File: config.mk
export PLATFORM = sky130hd
export DESIGN_NAME = uart_tx_arb
export DESIGN_NICKNAME = d
export VERILOG_FILES = /design/src/rtl/uart_arb_pkg.sv /design/src/rtl/uart_tx_arb_rr_pick.sv /design/src/rtl/uart_tx_arb.sv
export SDC_FILE = /design/constraint.sdc
export NUM_CORES = 1
export LEC_CHECK = 0
export ABC_CLOCK_PERIOD_IN_PS = 3400
export BUFFER_PORTS_ARGS = -buffer_cell sky130_fd_sc_hd__buf_2
export CAP_MARGIN = 0
export CORE_MARGIN = 10
export CORE_UTILIZATION = 48
export CTS_BUF_LIST = sky130_fd_sc_hd__clkbuf_2
export CTS_CLUSTER_DIAMETER = 40
export DETAILED_ROUTE_END_ITERATION = 12
export PLACE_DENSITY = 0.87
export SLEW_MARGIN = 20
export SYNTH_ARGS = -nofsm -noshare
export SYNTH_HDL_FRONTEND = slang
export SYNTH_SLANG_ARGS = --single-unit
File: constraint.sdc
create_clock -name pclk -period 3.4 [get_ports pclk]
set_input_delay 0.51 -clock pclk [delete_from_list [all_inputs] [get_ports pclk]]
set_output_delay 0.51 -clock pclk [all_outputs]
set_load 0.02 [all_outputs]
File: src/rtl/uart_arb_pkg.sv
// Shared types and constants for the UART TX packet arbiter.
// Optional header byte support is selected with the UART_ARB_HDR_EN macro.
package uart_arb_pkg;

    typedef enum logic [1:0] {
        IDLE = 2'd0,
        HDR  = 2'd1,
        DATA = 2'd2
    } arb_state_t;

    localparam logic [3:0] HDR_MARK = 4'hA;

    function automatic int grant_w(input int n);
        return (n > 1) ? $clog2(n) : 1;
    endfunction

endpackage

File: src/rtl/uart_tx_arb_rr_pick.sv
// Combinational round-robin priority encoder: first set request at or after
// `start`, wrapping modulo N_REQ.
import uart_arb_pkg::*;

module rr_pick #(
    parameter  int N_REQ = 4,
    localparam int GW    = grant_w(N_REQ)
) (
    input  logic [N_REQ-1:0] req,
    input  logic [GW-1:0]    start,
    output logic [GW-1:0]    idx,
    output logic             any
);

    always_comb begin
        int j;
        idx = '0;
        any = 1'b0;
        j   = 0;
        for (int i = 0; i < N_REQ; i++) begin
            j = int'(start) + i;
            if (j >= N_REQ) j = j - N_REQ;
            if (!any && req[j]) begin
                any = 1'b1;
                idx = GW'(j);
            end
        end
    end

endmodule

File: src/rtl/uart_tx_arb.sv
// Round-robin packet arbiter sharing one UART TX byte stream among N_REQ
// requesters, with a stall watchdog. Define UART_ARB_HDR_EN to prefix packets
// with the header byte {4'hA, id}.
//
// state | meaning
// IDLE  | no owner; round-robin pick when any requester is valid
// HDR   | header byte offered, held until out_ready (UART_ARB_HDR_EN only)
// DATA  | owner's bytes passed through until last or watchdog expiry
import uart_arb_pkg::*;

module uart_tx_arb #(
    parameter  int N_REQ   = 4,
    parameter  int TIMEOUT = 1024,
    localparam int GW      = grant_w(N_REQ)
) (
    input  logic                  pclk,
    input  logic                  presetn,
    input  logic [N_REQ-1:0]      req_valid,
    input  logic [N_REQ-1:0][7:0] req_data,
    input  logic [N_REQ-1:0]      req_last,
    output logic [N_REQ-1:0]      req_ready,
    output logic                  out_valid,
    output logic [7:0]            out_data,
    input  logic                  out_ready,
    output logic [GW-1:0]         grant,
    output logic                  busy,
    output logic                  tout_pulse
);

    localparam int             TW       = $clog2(TIMEOUT);
    localparam logic [TW-1:0]  TC_LAST  = TW'(TIMEOUT - 1);
    localparam logic [GW-1:0]  LAST_IDX = GW'(N_REQ - 1);

    arb_state_t    state;
    logic [GW-1:0] last_grant;
    logic [TW-1:0] tcnt;
    logic [GW-1:0] start;
    logic [GW-1:0] pick_idx;
    logic          pick_any;
    logic          xfer;

    assign start = (last_grant == LAST_IDX) ? '0 : last_grant + 1'b1;
    assign xfer  = (state == DATA) && req_valid[grant] && out_ready;

    rr_pick #(.N_REQ(N_REQ)) u_pick (
        .req   (req_valid),
        .start (start),
        .idx   (pick_idx),
        .any   (pick_any)
    );

`ifdef UART_ARB_HDR_EN
    logic [3:0] gid;

    always_comb begin
        gid         = '0;
        gid[GW-1:0] = grant;
    end
`endif

    always_comb begin
        out_valid = 1'b0;
        out_data  = '0;
        req_ready = '0;
        case (state)
`ifdef UART_ARB_HDR_EN
            HDR: begin
                out_valid = 1'b1;
                out_data  = {HDR_MARK, gid};
            end
`endif
            DATA: begin
                out_valid        = req_valid[grant];
                out_data         = req_data[grant];
                req_ready[grant] = out_ready;
            end
            default: ;
        endcase
    end

    always_ff @(posedge pclk or negedge presetn) begin
        if (!presetn) begin
            state      <= IDLE;
            grant      <= '0;
            last_grant <= LAST_IDX;
            tcnt       <= '0;
            busy       <= 1'b0;
            tout_pulse <= 1'b0;
        end else begin
            tout_pulse <= 1'b0;
            case (state)
                IDLE: begin
                    if (pick_any) begin
                        grant      <= pick_idx;
                        last_grant <= pick_idx;
                        tcnt       <= '0;
                        busy       <= 1'b1;
`ifdef UART_ARB_HDR_EN
                        state      <= HDR;
`else
                        state      <= DATA;
`endif
                    end
                end
`ifdef UART_ARB_HDR_EN
                HDR: begin
                    if (out_ready) begin
                        state <= DATA;
                        tcnt  <= '0;
                    end
                end
`endif
                DATA: begin
                    // a transfer in the expiry cycle takes priority over the timeout
                    if (xfer) begin
                        tcnt <= '0;
                        if (req_last[grant]) begin
                            state <= IDLE;
                            busy  <= 1'b0;
                        end
                    end else if (tcnt == TC_LAST) begin
                        state      <= IDLE;
                        busy       <= 1'b0;
                        tout_pulse <= 1'b1;
                        tcnt       <= '0;
                    end else begin
                        tcnt <= tcnt + 1'b1;
                    end
                end
                default: begin
                    state <= IDLE;
                    busy  <= 1'b0;
                end
            endcase
        end
    end

endmodule

; ---- Word-level counts from Yosys, hierarchy flattened
; Index checks and enable logic that the tools add are counted.
[op_classes]
addsub = 9
n_lt_le_gt_ge = 10
eq_ne = 6
n_mux = 53
bitwise_logic = 1
n_reduce_logical = 14
[op_table]
columns = cell, count
row1 = less-than comparator 32 x 4 -> 1 bit (second input constant), 4
row2 = two-way mux 32 bit, 4
row3 = >= comparator 32 x 4 -> 1 bit (second input constant), 3
row4 = subtractor 32 x 4 -> 32 bit (second input constant), 3
row5 = two-way mux 10 bit, 3
row6 = two-way mux 1 bit, 23
row7 = one-hot mux 10 bit (2 select lines), 1
row8 = two-way mux 2 bit, 9
row9 = binary-select mux 8 bit (select 2 bit), 1
row10 = two-way mux 8 bit, 2
row11 = binary-select mux 1 bit (select 2 bit), 6
row12 = adder 10 x 1 -> 10 bit (second input constant), 1
row13 = equality test 10 bit (second input constant), 1
row14 = adder 2 x 2 -> 3 bit (second input constant), 2
row15 = logical AND 1 bit, 6
row16 = inequality test 3 x 2 -> 1 bit (second input constant), 2
row17 = bitwise AND 4 bit, 1
row18 = equality test 2 bit (second input constant), 2
row19 = two-way mux 4 bit, 1
row20 = one-hot mux 2 bit (2 select lines), 1
row21 = AND reduction 2 bit, 2
row22 = subtractor 2 x 3 -> 4 bit (second input constant), 1
row23 = adder 2 x 1 -> 3 bit (second input constant), 1
row24 = >= comparator 2 x 3 -> 1 bit (second input constant), 1
row25 = other kinds (10), 12
[totals]
ff_bits = 18
in_bits = 43
out_inout_bits = 17

; ---- Longest topological paths before layout
[depth]
word_depth = 19
mapped_depth = 10
depth_no_buf = 7

; ---- By module
; A second synthesis with hierarchy kept.
[hier_totals]
hier_cells = 136
hier_area_um2 = 1262.5
[by_module_without_submodules]
columns = mod, instances, cells_each, area_per_inst_um2
row1 = uart_tx_arb, 1, 121, 1184.9
row2 = rr_pick, 1, 15, 77.6

; ---- Worst setup path after synthesis
; Ideal clock, no wire load.
[synth_path]
path_type = reg2reg
start = reg last_grant[0]
end = reg grant[0]
arrival_time_ps = 2615
setup_slack_ps = 657
path_stages_with_launch = 10
path_cell_list = dfstp_2 buf_4 buf_2 inv_1 ha_1 clkbuf_1 mux4_2 or4_1 nor3_1 nor3_1
[synth_via]
elab_chain_cells = 18
[synth_lines]
columns = element, line
row1 = from (decl), uart_tx_arb.sv:35  ; logic [GW-1:0] last_grant;
row2 = from (signal assigned), uart_tx_arb.sv:95  ; last_grant <= pick_idx;
row3 = adder 2 x 1 -> 2 bit or equality test 2 bit (tied branches), uart_tx_arb.sv:42  ; assign start = (last_grant == LAST_IDX) ? '0 : last_grant + 1'b1;
row4 = two-way mux 2 bit *, uart_tx_arb.sv:42
row5 = "parallel branches: the longest is 16 deep, another holds subtractor 32 x 4 -> 32 bit", --
row6 = to (signal assigned), uart_tx_arb.sv:94  ; grant <= pick_idx;
row7 = to (decl), uart_tx_arb.sv:25  ; output logic [GW-1:0] grant,
; Every way passes the cells marked *. The select of a mux whose other input is x is not followed.
; A chain may end at the register's enable or synchronous reset.

; ---- Worst setup path in the final report
[layout_path]
start = reg last_grant[0]
end = reg tcnt[8]
[layout_via]
elab_chain_cells = 19
[layout_lines]
columns = element, line
row1 = adder 2 x 1 -> 2 bit or equality test 2 bit (tied branches), uart_tx_arb.sv:42
row2 = two-way mux 2 bit *, uart_tx_arb.sv:42
row3 = "parallel branches: the longest is 14 deep, another holds subtractor 32 x 4 -> 32 bit", --
row4 = two-way mux 1 bit *, uart_tx_arb_rr_pick.sv:23  ; if (!any && req[j]) begin
row5 = inequality test 2 bit (no line) *, --
row6 = AND reduction 2 bit (no line) *, --
row7 = to (signal assigned), uart_tx_arb.sv:127  ; tcnt <= tcnt + 1'b1;
row8 = to (decl), uart_tx_arb.sv:36  ; logic [TW-1:0] tcnt;
; Marked as above.

==> run_summary.xml <==
<?xml version="1.0" encoding="UTF-8"?>
<metrics>
  <group name="outcome">
    <metric name="outcome" unit="">finished, final reports clean</metric>
  </group>
  <group name="worst_setup_path">
    <metric name="cp_slowest_stage_delay" unit="ns">0.78</metric>
    <metric name="crit_path_top_delay_cell" unit="">sky130_fd_sc_hd__dfstp_2</metric>
    <metric name="cp.required" unit="ns">3.64</metric>
    <metric name="r2r_slack" unit="ns">0.62</metric>
    <metric name="worstSetupPathType" unit="">reg2reg</metric>
    <metric name="cp_common_cell" unit="">sky130_fd_sc_hd__o21ai_0</metric>
    <metric name="worstPathCellList" unit="">inv_1, ha_1, nor3_1, o32ai_2, nor4_4, o21ai_0, o21ai_0</metric>
    <metric name="cp_max_fo" unit="">19</metric>
    <metric name="timing.critical_path.from_type" unit="">flip-flop</metric>
    <metric name="worstPathArrival" unit="ns">3.03</metric>
    <metric name="setup.worst_path.end_class" unit="">flip-flop</metric>
  </group>
  <group name="final_layout">
    <metric name="area_growth_syn_to_layout" unit="%">21.4</metric>
    <metric name="fill_cells" unit="">277</metric>
    <metric name="antenna_diodes" unit="">0</metric>
    <metric name="finish.cell_count_without_fillers" unit="">253</metric>
    <metric name="layout-drive-gt1-share" unit="">0.416</metric>
    <metric name="layout.cells.most_common_list" unit="">sky130_fd_sc_hd__buf_2, sky130_fd_sc_hd__nor2_1, sky130_fd_sc_hd__dfrtp_1</metric>
    <metric name="layout_commonest_cell" unit="">sky130_fd_sc_hd__buf_2</metric>
    <metric name="fin_nets" unit="">257</metric>
  </group>
  <group name="clock_tree">
    <metric name="clockRootBuffer" unit="">sky130_fd_sc_hd__clkbuf_2</metric>
    <metric name="tritoncts" unit="">done</metric>
    <metric name="cts_num_sinks" unit="">16</metric>
    <metric name="cts_htree_levels" unit="">1</metric>
    <metric name="cts_max_path_buffers" unit="">2</metric>
    <metric name="post_cts.resized_instances" unit="">0</metric>
    <metric name="clk_transition_reported_paths" unit="ns">0.17</metric>
    <metric name="cts_inserted_buffers" unit="">3</metric>
    <metric name="cts_post_setup_buffers_inserted" unit="">0</metric>
    <metric name="clkLatencyLatePin" unit="ns">0.31</metric>
    <metric name="holdBufCountCts" unit="">0</metric>
  </group>
  <group name="logic_synthesis">
    <metric name="synth.mux.area_fraction" unit="">0.230</metric>
    <metric name="synth_compound_gate_area_share" unit="">0.184</metric>
    <metric name="post_synthesis_async_set_or_reset_flop_share" unit="">1.00</metric>
    <metric name="synth-edff-count" unit="">0</metric>
    <metric name="synth_seq_area_share" unit="">0.267</metric>
    <metric name="synthesis.instances" unit="">154</metric>
    <metric name="largest_family_of_logic_cells_by_synthesized_area" unit="">multiplexers</metric>
    <metric name="yosys_warning_total" unit="">0</metric>
    <metric name="synth_area_in_simple_gates" unit="">0.225</metric>
    <metric name="synth-seq-cells" unit="">16</metric>
    <metric name="syn-mean-instance-area" unit="sq um">9.78</metric>
    <metric name="ys.flop_type" unit="">sky130_fd_sc_hd__dfrtp_1</metric>
    <metric name="yosys.area_share.xor_xnor" unit="">0.00581</metric>
    <metric name="mappedNetlistArea" unit="sq um">1510</metric>
    <metric name="synth_fa_ha_area_frac" unit="">0.0332</metric>
    <metric name="synthesis.nets" unit="">201</metric>
    <metric name="post_synth_num_cell_types" unit="">47</metric>
  </group>
  <group name="place">
    <metric name="gp_congestion" unit="">0.808</metric>
    <metric name="dp_cells" unit="">249</metric>
    <metric name="io_buffers" unit="">59</metric>
    <metric name="detailed_place_hpwl" unit="microns">3350</metric>
  </group>
  <group name="floorplan">
    <metric name="floorplan.core_area" unit="sq um">3030</metric>
    <metric name="floorplan.die.width" unit="microns">76.0</metric>
    <metric name="boundary_pins" unit="">60</metric>
    <metric name="total_number_of_placement_rows" unit="">20</metric>
    <metric name="dieArea" unit="sq um">5780</metric>
    <metric name="die_h" unit="microns">76.0</metric>
    <metric name="initial_utilization" unit="">0.498</metric>
  </group>
  <group name="hold_path">
    <metric name="hp-class" unit="">in2async</metric>
  </group>
  <group name="grt">
    <metric name="grt_pass1_vias" unit="">1424</metric>
    <metric name="global_route.overflow_total" unit="">0</metric>
    <metric name="total_routing_usage_gr" unit="">0.141</metric>
    <metric name="antenna_found_initial" unit="">0</metric>
    <metric name="global_route_wire_length_before_repair" unit="microns">6940</metric>
    <metric name="grt_max_degree" unit="">20</metric>
  </group>
  <group name="routing">
    <metric name="detail_route.wirelength" unit="microns">4170</metric>
    <metric name="drt_iter0_drc" unit="">74</metric>
    <metric name="first_pass_iters" unit="">4</metric>
    <metric name="antenna_left" unit="">0</metric>
    <metric name="dr_total_vias" unit="">1458</metric>
    <metric name="routed_via_density" unit="">5.76</metric>
    <metric name="detail_routed_net_length_per_standard_cell" unit="microns">16.5</metric>
    <metric name="detail_route.drc_violations" unit="">0</metric>
  </group>
  <group name="timing">
    <metric name="final_min_period_over_clock_period" unit="">0.819</metric>
    <metric name="rsz_0062_raised_after_global_routing" unit="">false</metric>
    <metric name="layout_min_cycle_time" unit="ns">2.78</metric>
    <metric name="slew_viol_final" unit="">0</metric>
    <metric name="timing.final.setup_violations" unit="">0</metric>
    <metric name="fin_tns_setup" unit="ns">0</metric>
    <metric name="slew-limit-headroom" unit="">0.599</metric>
    <metric name="clock.fmax" unit="MHz">359</metric>
    <metric name="max_slew.worst_pin.slew" unit="ns">0.597</metric>
    <metric name="skew" unit="ns">0.00874</metric>
    <metric name="finalHoldViolCount" unit="">0</metric>
  </group>
  <group name="pwr">
    <metric name="largest_voltage_drop_on_the_vdd_net" unit="mV">0.274</metric>
    <metric name="power.density_cell_area" unit="nW/um^2">793</metric>
    <metric name="report.power.total" unit="W">0.00145</metric>
    <metric name="leakagePower" unit="nW">0.858</metric>
  </group>
  <group name="run">
    <metric name="drv.max_cap_violation_count" unit="">0</metric>
  </group>
</metrics>
critical path, delay by kind of cell (launching register included):
kind / cells / cell delay (ns)
adder cells (fa/ha/maj): 1 / 0.43
buffers and inverters: 1 / 0.09
AO/OA/AOI/OAI: 3 / 0.48
flip-flops: 1 / 0.78
AND/OR/NAND/NOR: 2 / 0.96
stage by stage:
step                 util  setup slack (ns)  cell area (sq um)  hold WS, ns
floorplan               -             0.657               1510        0.214
global placement    0.598             0.756               1810        0.442
detailed placement  0.598             0.654               1810        0.445
CTS                 0.604             0.637               1830       0.0782
global route        0.604             0.388               1830       0.0744
finish              0.604             0.615               1830       0.0820
metal layers:
layer / vias up / wire (microns) / GRT usage
met1: 678 / 1990 / 0.193
met3: 7 / 328 / 0.0425
li1: 699 / - / -
met2: 74 / 1820 / 0.213
met5: - / 0 / 0
met4: 0 / 34 / 0.0227
worst paths after layout:
check	start	endpoint	depth (start not counted)
max in group asynchronous	presetn	last_grant[0]	1
worst min register to register	tcnt[2]	tcnt[2]	1
worst max-delay path	last_grant[0]	tcnt[8]	7
min in group pclk	tcnt[2]	tcnt[2]	1
worst max register to register	last_grant[0]	tcnt[8]	7
worst min-delay path	presetn	tcnt[3]	1
final cells by class:
cell class	instances	area [sq um]	area share
clock buffers	4	20.0	0.0109
inverters	7	26.3	0.0144
multi-input cells	122	1020	0.559
flip-flops and latches	16	403	0.220
well taps	44	55.1	0.0301
repair buffers	60	303	0.166
state kept, by name (all words and copies together) (netlist names):
name        cells
busy            1
grant           2
last_grant      2
tcnt           10
tout_pulse      1
cells by family after synthesis:
group           after synthesis
compound gates               33
xor+xnor                      1
fa+ha+maj                     4
buf+inv                      16
flops                        16
mux                          19
simple gates                 65
power by group:
group	leakage, nW	switching (W)	total (W)	internal, W
Clock	0.0166	0.0000653	0.0000964	0.0000312
Sequential	0.204	0.000123	0.000367	0.000244
Combinational	0.637	0.000526	0.000986	0.000461
synthesized netlist by cell type (2+ instances only):
master                      n  share of area
sky130_fd_sc_hd__nor2_1    18          0.045
sky130_fd_sc_hd__dfrtp_1   14           0.23
sky130_fd_sc_hd__mux4_2    12           0.18
sky130_fd_sc_hd__nor3_1    11          0.037
sky130_fd_sc_hd__and2_1     9          0.037
sky130_fd_sc_hd__nand3_1    9          0.030
sky130_fd_sc_hd__nand2_1    8          0.020
sky130_fd_sc_hd__inv_1      7          0.017
sky130_fd_sc_hd__a22o_1     4          0.023
sky130_fd_sc_hd__clkbuf_1   4          0.010
sky130_fd_sc_hd__ha_1       4          0.033
sky130_fd_sc_hd__mux2i_1    4          0.027
sky130_fd_sc_hd__o21ai_0    4          0.013
sky130_fd_sc_hd__a21o_1     3          0.015
sky130_fd_sc_hd__a21oi_1    3          0.010
sky130_fd_sc_hd__a211oi_1   2          0.010
sky130_fd_sc_hd__buf_2      2         0.0066
sky130_fd_sc_hd__buf_6      2          0.015
sky130_fd_sc_hd__dfstp_2    2          0.035
sky130_fd_sc_hd__mux2_2     2          0.015
sky130_fd_sc_hd__nand2b_1   2         0.0083
sky130_fd_sc_hd__o21a_1     2          0.010
sky130_fd_sc_hd__o31ai_1    2          0.010
No activity file was read; power rests on OpenSTA's default activity.
